`config.mk`:
```
export PLATFORM = sky130hd
export DESIGN_NAME = mem_port_arbiter_flat
export DESIGN_NICKNAME = d
export VERILOG_FILES = /design/src/rtl/mem_port_arbiter_if.sv /design/src/rtl/mem_port_arbiter.sv /design/src/flat_wrapper.sv
export SDC_FILE = /design/constraint.sdc
export NUM_CORES = 1
export LEC_CHECK = 0
export BUFFER_PORTS_ARGS = -buffer_cell sky130_fd_sc_hd__buf_2
export CAP_MARGIN = 40
export CORE_MARGIN = 5
export CORE_UTILIZATION = 47
export CTS_CLUSTER_SIZE = 14
export DETAILED_ROUTE_END_ITERATION = 8
export GPL_TIMING_DRIVEN = 1
export MAX_ROUTING_LAYER = met4
export PLACE_DENSITY = 0.87
export SLEW_MARGIN = 10
export SYNTH_ARGS = -nofsm -noshare
export SYNTH_HDL_FRONTEND = slang
export SYNTH_SLANG_ARGS = --single-unit
```
`constraint.sdc`:
```
create_clock -name clk_signal -period 2.15 [get_ports clk_signal]
set_clock_uncertainty 0.15 [all_clocks]
set_input_delay 0.3225 -clock clk_signal [delete_from_list [all_inputs] [get_ports clk_signal]]
set_output_delay 0.3225 -clock clk_signal [all_outputs]
set_load 0.01 [all_outputs]
```
`src/rtl/mem_port_arbiter_if.sv`:
```
// Requester and memory-side bus of the unified-memory port arbiter.
// slave is the arbiter's view; master is the view of the core stages and memory model.
interface mem_port_arbiter_if #(
    parameter int AW = 32,
    parameter int DW = 32
);
    logic              if_req;
    logic [AW-1:0]     if_addr;
    logic              if_gnt;
    logic              if_rvalid;
    logic [DW-1:0]     if_rdata;

    logic              d_req;
    logic              d_we;
    logic [AW-1:0]     d_addr;
    logic [DW-1:0]     d_wdata;
    logic [DW/8-1:0]   d_be;
    logic              d_gnt;
    logic              d_rvalid;
    logic [DW-1:0]     d_rdata;

    logic              mem_req;
    logic              mem_we;
    logic [AW-1:0]     mem_addr;
    logic [DW-1:0]     mem_wdata;
    logic [DW/8-1:0]   mem_be;
    logic              mem_rvalid;
    logic [DW-1:0]     mem_rdata;

    logic              err;

    modport slave (
        input  if_req, if_addr,
        output if_gnt, if_rvalid, if_rdata,
        input  d_req, d_we, d_addr, d_wdata, d_be,
        output d_gnt, d_rvalid, d_rdata,
        output mem_req, mem_we, mem_addr, mem_wdata, mem_be,
        input  mem_rvalid, mem_rdata,
        output err
    );

    modport master (
        output if_req, if_addr,
        input  if_gnt, if_rvalid, if_rdata,
        output d_req, d_we, d_addr, d_wdata, d_be,
        input  d_gnt, d_rvalid, d_rdata,
        input  mem_req, mem_we, mem_addr, mem_wdata, mem_be,
        output mem_rvalid, mem_rdata,
        input  err
    );
endinterface

```
`src/rtl/mem_port_arbiter.sv`:
```
// Single-outstanding arbiter sharing one memory port between fetch and data requesters.
// Data has priority, bounded by a streak limit so fetch cannot starve; a watchdog aborts hung accesses.
module mem_port_arbiter #(
    parameter int AW           = 32,
    parameter int DW           = 32,
    parameter int MAX_D_STREAK = 4,
    parameter int TIMEOUT      = 16
) (
    input  logic              clk_signal,
    input  logic              reset,
    mem_port_arbiter_if.slave bus
);
    localparam int BW = DW / 8;
    localparam int SW = $clog2(MAX_D_STREAK + 1);
    localparam int TW = $clog2(TIMEOUT + 1);

    typedef enum logic [1:0] {
        IDLE   = 2'd0,
        WAIT_I = 2'd1,
        WAIT_D = 2'd2
    } state_t;

    typedef struct packed {
        logic          we;
        logic [AW-1:0] addr;
        logic [DW-1:0] wdata;
        logic [BW-1:0] be;
    } mem_cmd_t;

    state_t          state, state_nxt;
    logic [SW-1:0]   streak, streak_nxt;
    logic [TW-1:0]   tcnt, tcnt_nxt;
    logic            gnt_d, gnt_i, in_wait, rsp, abort, done;

    mem_cmd_t        cmd_q, cmd_nxt;
    logic            if_gnt_q, d_gnt_q, mem_req_q, err_q;
    logic            if_rvalid_q, d_rvalid_q;
    logic            if_gnt_nxt, d_gnt_nxt, mem_req_nxt, err_nxt;
    logic            if_rvalid_nxt, d_rvalid_nxt;
    logic [DW-1:0]   if_rdata_q, d_rdata_q, if_rdata_nxt, d_rdata_nxt;

    // State register
    always_ff @(posedge clk_signal or negedge reset) begin
        if (!reset) begin
            state  <= IDLE;
            streak <= '0;
            tcnt   <= '0;
        end else begin
            state  <= state_nxt;
            streak <= streak_nxt;
            tcnt   <= tcnt_nxt;
        end
    end

    // Arbitration and next state
    always_comb begin
        in_wait = (state != IDLE);
        gnt_d   = !in_wait && bus.d_req &&
                  !(bus.if_req && (streak == SW'(MAX_D_STREAK)));
        gnt_i   = !in_wait && !gnt_d && bus.if_req;
        rsp     = in_wait && bus.mem_rvalid;
        // A response arriving on the last allowed cycle beats the watchdog.
        abort   = in_wait && !bus.mem_rvalid && (tcnt == TW'(TIMEOUT - 1));
        done    = rsp || abort;

        state_nxt  = state;
        streak_nxt = streak;
        tcnt_nxt   = tcnt;
        case (state)
            IDLE: begin
                if (gnt_d) begin
                    state_nxt  = WAIT_D;
                    streak_nxt = bus.if_req ? streak + SW'(1) : '0;
                    tcnt_nxt   = '0;
                end else if (gnt_i) begin
                    state_nxt  = WAIT_I;
                    streak_nxt = '0;
                    tcnt_nxt   = '0;
                end
            end
            WAIT_I, WAIT_D: begin
                tcnt_nxt = tcnt + TW'(1);
                if (done) state_nxt = IDLE;
            end
            default: state_nxt = IDLE;
        endcase
    end

    // Next values of the registered outputs
    always_comb begin
        if_gnt_nxt    = gnt_i;
        d_gnt_nxt     = gnt_d;
        mem_req_nxt   = gnt_i || gnt_d;
        err_nxt       = abort;
        if_rvalid_nxt = done && (state == WAIT_I);
        d_rvalid_nxt  = done && (state == WAIT_D);

        cmd_nxt = cmd_q;
        if (gnt_d) begin
            cmd_nxt.we    = bus.d_we;
            cmd_nxt.addr  = bus.d_addr;
            cmd_nxt.wdata = bus.d_wdata;
            cmd_nxt.be    = bus.d_be;
        end else if (gnt_i) begin
            cmd_nxt.we    = 1'b0;
            cmd_nxt.addr  = bus.if_addr;
            cmd_nxt.wdata = '0;
            cmd_nxt.be    = '1;
        end

        // rdata holds between pulses; aborts and store acks return zero.
        if_rdata_nxt = if_rdata_q;
        if (if_rvalid_nxt)
            if_rdata_nxt = rsp ? bus.mem_rdata : '0;
        d_rdata_nxt = d_rdata_q;
        if (d_rvalid_nxt)
            d_rdata_nxt = (rsp && !cmd_q.we) ? bus.mem_rdata : '0;
    end

    always_ff @(posedge clk_signal or negedge reset) begin
        if (!reset) begin
            if_gnt_q    <= 1'b0;
            d_gnt_q     <= 1'b0;
            mem_req_q   <= 1'b0;
            err_q       <= 1'b0;
            if_rvalid_q <= 1'b0;
            d_rvalid_q  <= 1'b0;
            if_rdata_q  <= '0;
            d_rdata_q   <= '0;
            cmd_q       <= '0;
        end else begin
            if_gnt_q    <= if_gnt_nxt;
            d_gnt_q     <= d_gnt_nxt;
            mem_req_q   <= mem_req_nxt;
            err_q       <= err_nxt;
            if_rvalid_q <= if_rvalid_nxt;
            d_rvalid_q  <= d_rvalid_nxt;
            if_rdata_q  <= if_rdata_nxt;
            d_rdata_q   <= d_rdata_nxt;
            cmd_q       <= cmd_nxt;
        end
    end

    assign bus.if_gnt    = if_gnt_q;
    assign bus.if_rvalid = if_rvalid_q;
    assign bus.if_rdata  = if_rdata_q;
    assign bus.d_gnt     = d_gnt_q;
    assign bus.d_rvalid  = d_rvalid_q;
    assign bus.d_rdata   = d_rdata_q;
    assign bus.mem_req   = mem_req_q;
    assign bus.mem_we    = cmd_q.we;
    assign bus.mem_addr  = cmd_q.addr;
    assign bus.mem_wdata = cmd_q.wdata;
    assign bus.mem_be    = cmd_q.be;
    assign bus.err       = err_q;
endmodule
```
`src/flat_wrapper.sv`:
```
// flat-port wrapper written by rule: the top's interface ports become plain ports
module mem_port_arbiter_flat 
#(
    parameter int AW           = 32,
    parameter int DW           = 32,
    parameter int MAX_D_STREAK = 4,
    parameter int TIMEOUT      = 16
)
  (clk_signal, reset, bus_if_req, bus_if_addr, bus_if_gnt, bus_if_rvalid, bus_if_rdata, bus_d_req, bus_d_we, bus_d_addr, bus_d_wdata, bus_d_be, bus_d_gnt, bus_d_rvalid, bus_d_rdata, bus_mem_req, bus_mem_we, bus_mem_addr, bus_mem_wdata, bus_mem_be, bus_mem_rvalid, bus_mem_rdata, bus_err);
  mem_port_arbiter_if #(.AW(AW), .DW(DW)) bus_i ();
  input  logic clk_signal;
  input  logic reset;
  input wire logic [$bits(bus_i.if_req)-1:0] bus_if_req;
  input wire logic [$bits(bus_i.if_addr)-1:0] bus_if_addr;
  output wire logic [$bits(bus_i.if_gnt)-1:0] bus_if_gnt;
  output wire logic [$bits(bus_i.if_rvalid)-1:0] bus_if_rvalid;
  output wire logic [$bits(bus_i.if_rdata)-1:0] bus_if_rdata;
  input wire logic [$bits(bus_i.d_req)-1:0] bus_d_req;
  input wire logic [$bits(bus_i.d_we)-1:0] bus_d_we;
  input wire logic [$bits(bus_i.d_addr)-1:0] bus_d_addr;
  input wire logic [$bits(bus_i.d_wdata)-1:0] bus_d_wdata;
  input wire logic [$bits(bus_i.d_be)-1:0] bus_d_be;
  output wire logic [$bits(bus_i.d_gnt)-1:0] bus_d_gnt;
  output wire logic [$bits(bus_i.d_rvalid)-1:0] bus_d_rvalid;
  output wire logic [$bits(bus_i.d_rdata)-1:0] bus_d_rdata;
  output wire logic [$bits(bus_i.mem_req)-1:0] bus_mem_req;
  output wire logic [$bits(bus_i.mem_we)-1:0] bus_mem_we;
  output wire logic [$bits(bus_i.mem_addr)-1:0] bus_mem_addr;
  output wire logic [$bits(bus_i.mem_wdata)-1:0] bus_mem_wdata;
  output wire logic [$bits(bus_i.mem_be)-1:0] bus_mem_be;
  input wire logic [$bits(bus_i.mem_rvalid)-1:0] bus_mem_rvalid;
  input wire logic [$bits(bus_i.mem_rdata)-1:0] bus_mem_rdata;
  output wire logic [$bits(bus_i.err)-1:0] bus_err;
  assign bus_i.if_req = bus_if_req;
  assign bus_i.if_addr = bus_if_addr;
  assign bus_if_gnt = bus_i.if_gnt;
  assign bus_if_rvalid = bus_i.if_rvalid;
  assign bus_if_rdata = bus_i.if_rdata;
  assign bus_i.d_req = bus_d_req;
  assign bus_i.d_we = bus_d_we;
  assign bus_i.d_addr = bus_d_addr;
  assign bus_i.d_wdata = bus_d_wdata;
  assign bus_i.d_be = bus_d_be;
  assign bus_d_gnt = bus_i.d_gnt;
  assign bus_d_rvalid = bus_i.d_rvalid;
  assign bus_d_rdata = bus_i.d_rdata;
  assign bus_mem_req = bus_i.mem_req;
  assign bus_mem_we = bus_i.mem_we;
  assign bus_mem_addr = bus_i.mem_addr;
  assign bus_mem_wdata = bus_i.mem_wdata;
  assign bus_mem_be = bus_i.mem_be;
  assign bus_i.mem_rvalid = bus_mem_rvalid;
  assign bus_i.mem_rdata = bus_mem_rdata;
  assign bus_err = bus_i.err;
  mem_port_arbiter #(.AW(AW), .DW(DW), .MAX_D_STREAK(MAX_D_STREAK), .TIMEOUT(TIMEOUT)) u_core (.clk_signal(clk_signal), .reset(reset), .bus(bus_i));
endmodule
```
# [After elaboration in Yosys (flattened, before gate mapping)]
# Cells that the tools add are included.
[totals] regBits=149
[op_classes] n_addsub=2 n_eq_ne=6 mux=14 reduce_logical=26
[op_table] op="2-to-1 mux 69 bit" n=2
[op_table] op="2-to-1 mux 32 bit" n=2
[op_table] op="logical AND 1 bit" n=11
[op_table] op="2-to-1 mux 5 bit" n=2
[op_table] op="case mux 5 bit (2 select lines)" n=1
[op_table] op="2-to-1 mux 3 bit" n=3
[op_table] op="2-to-1 mux 2 bit" n=3
[op_table] op="AND reduction 2 bit" n=3
[op_table] op="nonzero test 2 bit" n=3
[op_table] op="adder 5 x 1 -> 5 bit (second input constant)" n=1
[op_table] op="== test 5 x 4 -> 1 bit (second input constant)" n=1
[op_table] op="logical NOT 1 bit" n=5
[op_table] op="case mux 2 bit (2 select lines)" n=1
[op_table] op="adder 3 x 1 -> 3 bit (second input constant)" n=1
[op_table] op="== test 3 bit (second input constant)" n=1
[op_table] op="!= test 3 x 1 -> 1 bit (second input constant)" n=1
[op_table] op="== test 2 x 1 -> 1 bit (second input constant)" n=1
[op_table] op="== test 2 bit (second input constant)" n=1
[op_table] op="logical NOT 2 bit" n=1
[op_table] op="logical OR 1 bit" n=2
[op_table] op="!= test 2 x 1 -> 1 bit (second input constant)" n=1
[op_table] op="OR reduction 2 bit" n=1

# [Longest topological paths before layout]
# Gate-level depths: netlist of the first run.
[depth] depth_word=10 mapped_depth=8

# [Worst setup path before layout of the first run]
# OpenSTA, ideal clock, no wires.
[synth_path] path_kind="register -> register" startpoint="register u_core.tcnt[0]" endpoint="register u_core.d_rdata_q[22] (netlist: u_core.bus.d_rdata[22])" setup_time_ps=76 arrival_time_ps=1672 path_slack_ps=252 path_stages_with_launch=9 n_path_buf=2 cell_sequence="dfrtp_1 ha_1 and3_1 ha_1 o21ba_1 buf_6 and2_4 buf_2 o21ai_1"
[synth_between] elab_chain_cells=4
[synth_rtl] item="start: declaration" line_no="mem_port_arbiter.sv:32" rtl="logic [TW-1:0] tcnt, tcnt_nxt;"
[synth_rtl] item="start signal: assignment" line_no="mem_port_arbiter.sv:51" rtl="tcnt <= tcnt_nxt;"
[synth_rtl] item="== test 5 x 4 -> 1 bit" line_no="mem_port_arbiter.sv:63" rtl="abort = in_wait && !bus.mem_rvalid && (tcnt == TW'(TIMEOUT - 1));"
[synth_rtl] item="logical AND 1 bit" line_no="mem_port_arbiter.sv:63"
[synth_rtl] item="logical OR 1 bit" line_no="mem_port_arbiter.sv:64" rtl="done = rsp || abort;"
[synth_rtl] item="logical AND 1 bit" line_no="mem_port_arbiter.sv:96" rtl="d_rvalid_nxt = done && (state == WAIT_D);"
[synth_rtl] item="via u_core.d_rvalid_nxt" line_no="mem_port_arbiter.sv:39" rtl="logic if_rvalid_nxt, d_rvalid_nxt;"
[synth_rtl] item="end signal: assignment" line_no="mem_port_arbiter.sv:139" rtl="d_rdata_q <= d_rdata_nxt;"
[synth_rtl] item="end: declaration" line_no="mem_port_arbiter.sv:40" rtl="logic [DW-1:0] if_rdata_q, d_rdata_q, if_rdata_nxt, d_rdata_nxt;"
# The timed path passes the listed nets, and every way through them passes these cells.
# A chain may end at the register's enable or synchronous reset.

# [Worst setup path after layout of the first run]
[layout_path] startpoint="register u_core.tcnt[0]" endpoint="register u_core.d_rdata_q[18] (netlist: u_core.bus.d_rdata[18])"
[layout_between] elab_chain_cells=4
[layout_rtl] item="== test 5 x 4 -> 1 bit" line_no="mem_port_arbiter.sv:63"
[layout_rtl] item="logical AND 1 bit" line_no="mem_port_arbiter.sv:63"
[layout_rtl] item="logical OR 1 bit" line_no="mem_port_arbiter.sv:64"
[layout_rtl] item="logical AND 1 bit" line_no="mem_port_arbiter.sv:96"
# No other way between the ends.

==> results.md, run 1 <==
* Clock buffer depth at 2
* Hold EP: u_core.bus.mem_addr[30]$_DFFE_PN0P_
* Synthesized cell area at 6220 um2
* Global route overflow at 0
* WP data arrival at 2.18 ns
* Hold Startpoint: bus_if_addr[30]
* Area taken by multi-input logic gates at 2053 um2
* Chip width at 125.0 um
* Worst vdd ir at 0.7824 mV
* Top_reg_cell synth: dfrtp_1
* Max transition margin at 65.29%
* Hold Vio Cnt, Final at 0
* H-tree depth at 4
* DRC viols at 0
* R2R setup slack at 0.15 ns
* Synthesized flop and latch total at 149
* Fin. max-slew vios at 0
* Outcome: finished, final reports clean
* Final nets at 1062
* Number of unique standard cell types used by synthesis at 37
* Final worst-path cycle share at 93.21%
* Leading area contributor after synthesis: dfrtp_1
* Share of cells above drive strength 1 at 36.81%
* Register area share after synthesis at 59.95%
* Crit Reg-Reg Startpoint: u_core.tcnt[0]$_DFFE_PN0P_
* FF-to-FF End: u_core.bus.d_rdata[18]$_DFFE_PN0P_
* WL final at 21.67 mm
* Power Density at 1451 nW/um2
* TritonCTS clock tree: built
* Crit path required time at 2.32 ns
* Tot GR Track Use at 28.89%
* Min Clock Period, post-route at 2.004 ns
* Setup CP Type: flip-flop to flip-flop
* Final setup violation count at 0
* Syn. warnings at 0
* Clk slew on worst S/H paths at 0.06 ns
* Boundary Pins at 277
* Core area at 13090 um2
* Initial Utilization at 47.53%
* Fin cells at 1106
* Number of global-route vias before repair at 6481
* Global-route wire length before repair at 34.89 mm
* DR WL/cell at 19.59 um
* Rows at 42
* Syn_nets at 713
* Chip height at 125.0 um
* Syn Inst Count at 567
* Placed Cells at 991
* Fillers at 863
* Unrepaired setup endpoints after global routing: no
* Measured slew at the worst slew-check pin at 0.5206 ns
* CTS buffer count at 17
* Die area at 15630 um2
* HP Class: input pin to flip-flop
* Maxcap violations at 0
* Via count at 6296
* Clk_lat worst skew at 0.42 ns
* Final total power at 13.40 mW
* Post-route ant nets at 0
* Dominant cells by area after synthesis: dfrtp_1 60%, a22o_1 9.2%, o21ai_0 5.2%
* DR iter-0 viols at 623
* Most instantiated cells after synthesis: 149 x dfrtp_1, 65 x a22o_1, 65 x o21ai_0
* Post-CTS Setup Bufs at 0
* Setup tns final at 0 ns
* Final core occ at 70.54%
* FF/Latch Area at 3729 um2
* GP Congestion at 0.8438
* Worst reg2reg path depth at 6
* Worst hold margin at 0.009527 ns
* Post-synth EDFFs at 0
* Crit Path Max Fanout at 33
* Ys async rst share at 100.0%
* DRT Pass-1 Iters at 5
* Via/cell ratio at 5.693
* Area share of the largest cell type after synthesis at 59.95%
* FMAX at 0.4990 GHz
* Clock Sinks at 149
* Largest net degree at the start of global routing at 53
* Count leader, synth: dfrtp_1
* Worst Hold Depth at 3
* Initial antenna violation count at 1
* P&R area growth vs syn at 48.40%
* CTS Root Buffer Type: clkbuf_16
* Critical Path End Type: flip-flop
* Pleak at 4.602 nW
* Worst setup SP type: flip-flop
* Port bufs at 276
* Hpwl dp at 13.37 mm
* Avg Synthesized Cell Area at 10.97 um2
how the worst max path moves through the flow:
| stage | cells after the start | end | start | slack (ns) |
|---|---|---|---|---|
| CTS | 6 | u_core.bus.d_rdata[17]$_DFFE_PN0P_ | u_core.tcnt[0]$_DFFE_PN0P_ | 0.14 |
| global route | 6 | u_core.bus.d_rdata[8]$_DFFE_PN0P_ | u_core.tcnt[0]$_DFFE_PN0P_ | 0.007 |
| finish | 6 | u_core.bus.d_rdata[18]$_DFFE_PN0P_ | u_core.tcnt[0]$_DFFE_PN0P_ | 0.15 |
| detailed placement | 6 | u_core.bus.d_rdata[18]$_DFFE_PN0P_ | u_core.tcnt[0]$_DFFE_PN0P_ | 0.16 |
| global placement | 5 | u_core.bus.mem_addr[4]$_DFFE_PN0P_ | u_core.streak[0]$_DFFE_PN0P_ | 0.11 |
| floorplan | 8 | u_core.bus.d_rdata[22]$_DFFE_PN0P_ | u_core.tcnt[0]$_DFFE_PN0P_ | 0.25 |
report_power, final:
part | leakage [nW] | switching, mW | total, mW | internal, mW
clock | 0.278 | 1.23 | 2.90 | 1.67
sequential | 1.87 | 0.849 | 4.98 | 4.13
combinational | 2.45 | 3.14 | 5.52 | 2.38
cell families after synthesis:
kind of cell	after synthesis	share of synthesized area [%]
adders and majority gates	8	1.609
and+or+nand+nor	95	8.087
AOI/OAI and AO/OA	220	22.87
buffers and inverters	94	7.303
muxes	1	0.1810
DFF	149	59.95
metal layers:
metal | GRT usage [%] | share of wire, % | up-vias | routed length, um
li1 | - | - | 2757 | -
met5 | - | 0 | - | 0
met3 | 7.974 | 10 | 60 | 2221
met4 | 14.29 | 3.8 | 0 | 824
met1 | 33.84 | 37 | 2987 | 7972
met2 | 46.09 | 49 | 492 | 10650
critical path: stages, from the launching register on:
cell	delay (ns)
dfrtp_1	0.40
ha_1	0.23
and3_1	0.19
ha_1	0.18
o21ba_1	0.23
and2_4	0.29
o21ai_0	0.24
sequential cells by signal, summed over array words and instances, names as in the netlist:
name / count
u_core.bus.mem_addr: 32
u_core.bus.mem_we: 1
u_core.bus.if_rvalid: 1
u_core.bus.mem_req: 1
u_core.bus.mem_wdata: 32
u_core.bus.if_rdata: 32
u_core.bus.d_gnt: 1
u_core.streak: 3
u_core.bus.d_rdata: 32
u_core.tcnt: 5
u_core.bus.d_rvalid: 1
u_core.bus.err: 1
u_core.state: 2
u_core.bus.mem_be: 4
u_core.bus.if_gnt: 1
what timing repair did:
item / CTS / global route
endpoints found under the setup margin: 0 / 4
hold endpoints to repair: 131 / 0
hold buffers: 82 / 0
resized for setup: 0 / 1
per-stage QoR:
stage | cell area, um2 | setup WS (ns)
global placement | 7814 | 0.1103
global route | 9230 | 0.006744
floorplan | 6220 | 0.2520
detailed placement | 7829 | 0.1630
CTS | 9225 | 0.1351
finish | 9230 | 0.1460
final cells by class:
| class | instances | area share, % |
|---|---|---|
| inverter | 43 | 1.749 |
| timing repair buffer | 381 | 26.96 |
| sequential | 149 | 40.40 |
| multi-input combinational | 324 | 22.24 |
| clock buffer | 19 | 4.907 |
| clock inverter | 13 | 1.328 |
| tap | 176 | 2.386 |
| antenna | 1 | 0.02711 |
cell usage in the layout (no fill, tap or decap), drive strengths merged, types with 5 or more instances in the layout:
cell type    instances
buf                299
dfrtp              149
dlygate4sd3         82
o21ai               76
a22o                65
inv                 47
a21oi               37
nor2                34
nand4               34
a31oi               32
clkbuf              19
ha                   8
nand3                7
nand2                7
clkinv               5
No activity file was read; power rests on OpenSTA's default activity.
==> run 2, diff against run 1 <==
==> constraint.sdc (replaced) <==
create_clock -name clk_signal -period 2.15 [get_ports clk_signal]
set_clock_uncertainty 0.15 [all_clocks]
set_input_delay 0.215 -clock clk_signal [delete_from_list [all_inputs] [get_ports clk_signal]]
set_output_delay 0.215 -clock clk_signal [all_outputs]
set_load 0.01 [all_outputs]
==> run 2 against run 1 <==
Hold slack better by 0.031 ns; first-iteration DRC count up 28%; combinational power up 3%; global-route usage up 2.8 points; power up 2.9%; clock power up 6%; non-clock buffer count up 52; critical path depth unchanged; cell area up 5.5%; cell count up 4.6%; register-to-register slack worse by 0.09 ns; critical path type unchanged; largest power group unchanged.
==> results.md, run 2 (same netlist as run 1, synthesis figures left out) <==
* Outcome: finished, final reports clean (unchanged)
* R2R setup slack at 0.06 ns (was 0.15 ns)
* Rows at 42 (unchanged)
* Unrepaired setup endpoints after global routing: no (unchanged)
* P&R area growth vs syn at 56.57% (was 48.40%)
* Post-CTS Setup Bufs at 0 (unchanged)
* Most common cell after layout, fill and taps aside: buf_2 (unchanged)
* Chip width at 125.0 um (unchanged)
* Worst hold margin at 0.04092 ns (was 0.009527 ns)
* Clk slew on worst S/H paths at 0.07 ns (was 0.06 ns)
* Power Density at 1416 nW/um2 (was 1451 nW/um2)
* Chip height at 125.0 um (unchanged)
* DRT Pass-1 Iters at 5 (unchanged)
* CTS Root Buffer Type: clkbuf_16 (unchanged)
* Final total power at 13.79 mW (was 13.40 mW)
* Die area at 15630 um2 (unchanged)
* FF-to-FF End: u_core.bus.mem_addr[7]$_DFFE_PN0P_ (was u_core.bus.d_rdata[18]$_DFFE_PN0P_)
* H-tree depth at 4 (unchanged)
* WL final at 24.15 mm (was 21.67 mm)
* Worst setup SP type: flip-flop (unchanged)
* DR iter-0 viols at 796 (was 623)
* Min Clock Period, post-route at 2.091 ns (was 2.004 ns)
* Worst reg2reg path depth at 6 (unchanged)
* Hold Vio Cnt, Final at 0 (unchanged)
* Tot GR Track Use at 31.66% (was 28.89%)
* Largest net degree at the start of global routing at 56 (was 53)
* Pleak at 4.819 nW (was 4.602 nW)
* Initial Utilization at 47.53% (unchanged)
* Setup CP Type: flip-flop to flip-flop (unchanged)
* DRC viols at 0 (unchanged)
* Initial antenna violation count at 0 (was 1)
* CP delay by family, top: compound AO/OA/AOI/OAI gates (was simple AND/OR/NAND/NOR gates)
* Worst Setup EP: u_core.bus.mem_addr[7]$_DFFE_PN0P_ (was u_core.bus.d_rdata[18]$_DFFE_PN0P_)
* Final setup violation count at 0 (unchanged)
* Crit Path Max Fanout at 28 (was 33)
* HP Class: input pin to flip-flop (unchanged)
* Measured slew at the worst slew-check pin at 0.5161 ns (was 0.5206 ns)
* Global route overflow at 0 (unchanged)
* Worst slack at placement at 0.1742 ns (was 0.1630 ns)
* WP data arrival at 2.24 ns (was 2.18 ns)
* Crit path required time at 2.30 ns (was 2.32 ns)
* CP startpoint: u_core.state[0]$_DFFE_PN0P_ (was u_core.tcnt[0]$_DFFE_PN0P_)
* Crit Reg-Reg Startpoint: u_core.state[0]$_DFFE_PN0P_ (was u_core.tcnt[0]$_DFFE_PN0P_)
* Post-route ant nets at 0 (unchanged)
* Final nets at 1114 (was 1062)
* Max transition margin at 65.59% (was 65.29%)
* Global-route wire length before repair at 38.26 mm (was 34.89 mm)
* Fillers at 783 (was 863)
* Clock Sinks at 149 (unchanged)
* Number of global-route vias before repair at 7029 (was 6481)
* Hpwl dp at 13.35 mm (was 13.37 mm)
* Maxcap violations at 0 (unchanged)
* Via/cell ratio at 5.805 (was 5.693)
* Clk_lat worst skew at 0.42 ns (about the same)
* Via count at 6716 (was 6296)
* Share of cells above drive strength 1 at 34.45% (was 36.81%)
* ANT cells at 0 (was 1)
* DR WL/cell at 20.87 um (was 19.59 um)
* Final setup margin at 0.05907 ns (was 0.1460 ns)
* Clock buffer depth at 2 (unchanged)
* Port bufs at 276 (unchanged)
* Boundary Pins at 277 (unchanged)
* CP Cell Sequence: inv_1 -> ha_1 -> and2_4 -> buf_6 -> a31oi_1 -> a21oi_1 (was ha_1 -> and3_1 -> ha_1 -> o21ba_1 -> and2_4 -> o21ai_0)
* FMAX at 0.4783 GHz (was 0.4990 GHz)
* Commonest non-fill, non-tap cells in the layout: 275 x buf_2, 149 x dfrtp_1, 135 x dlygate4sd3_1, 65 x a22o_1, 64 x o21ai_0 (was 275 x buf_2, 149 x dfrtp_1, 82 x dlygate4sd3_1, 65 x a22o_1, 65 x o21ai_0)
* Worst vdd ir at 0.7361 mV (was 0.7824 mV)
* Cell count along the critical path at 6 (unchanged)
* TritonCTS clock tree: built (unchanged)
* Slowest stage delay, CP at 0.40 ns (about the same)
* Slowest CP cell: dfrtp_1 (unchanged)
* Critical Path End Type: flip-flop (unchanged)
* WP buf/inv at 2 (was 0)
* Core area at 13090 um2 (unchanged)
* Final worst-path cycle share at 97.25% (was 93.21%)
* Fin. max-slew vios at 0 (unchanged)
* GP Congestion at 0.8821 (was 0.8438)
* Setup tns final at 0 ns (unchanged)
* CTS buffer count at 17 (unchanged)
-- run 2: final cells by class --
class                           instances  area [um2]  share of cell area [%]
Inverter                               43       161.4                   1.657
Clock buffer                           19       432.9                   4.446
Sequential cell                       149        3729                   38.29
Timing Repair Buffer                  433        2970                   30.50
Clock inverter                         13       173.9                   1.786
Tap cell                              176       220.2                   2.261
Multi-Input combinational cell        324        2051                   21.06
-- run 2: power by group --
group | switching (mW) | internal (mW)
logic | 3.29 | 2.41
registers | 0.902 | 4.13
clock network | 1.22 | 1.85
-- run 2: metrics by stage --
step / utilization (%) / std cells / cell area [um2]
detailed placement: 59.43 / 990 / 7776
CTS: 74.39 / 1157 / 9734
global placement: 59.43 / 990 / 7776
global route: 74.42 / 1157 / 9738
finish: 74.42 / 1157 / 9738
floorplan: - / 567 / 6220
-- run 2: routing by layer --
| metal | GRT usage, % | vias to the layer above | part of all wire (%) |
|---|---|---|---|
| met5 | - | - | 0 |
| met4 | 14.92 | 0 | 4.8 |
| met3 | 9.893 | 94 | 12 |
| met2 | 50.78 | 595 | 48 |
| met1 | 36.41 | 3165 | 35 |
| li1 | - | 2862 | - |
-- run 2: worst min path at each step --
stage | startpoint | endpoint | depth (start not counted) | slack, ns
after floorplan | reset | u_core.bus.d_gnt$_DFF_PN0_ | 0 | -0.23
after global placement | reset | u_core.bus.if_rdata[4]$_DFFE_PN0P_ | 1 | 0.05
after detailed placement | reset | u_core.bus.if_rdata[9]$_DFFE_PN0P_ | 1 | 0.06
after CTS | bus_d_req | u_core.streak[2]$_DFFE_PN0P_ | 2 | 0.02
after global routing | bus_d_req | u_core.streak[2]$_DFFE_PN0P_ | 2 | 0.03
final | bus_d_req | u_core.streak[2]$_DFFE_PN0P_ | 2 | 0.04
-- run 2: what timing repair did --
action                                  CTS  global route
hold buffers                            135             0
endpoints found under the hold margin   186             0
gates resized for setup                   0             2
endpoints found under the setup margin    0             1
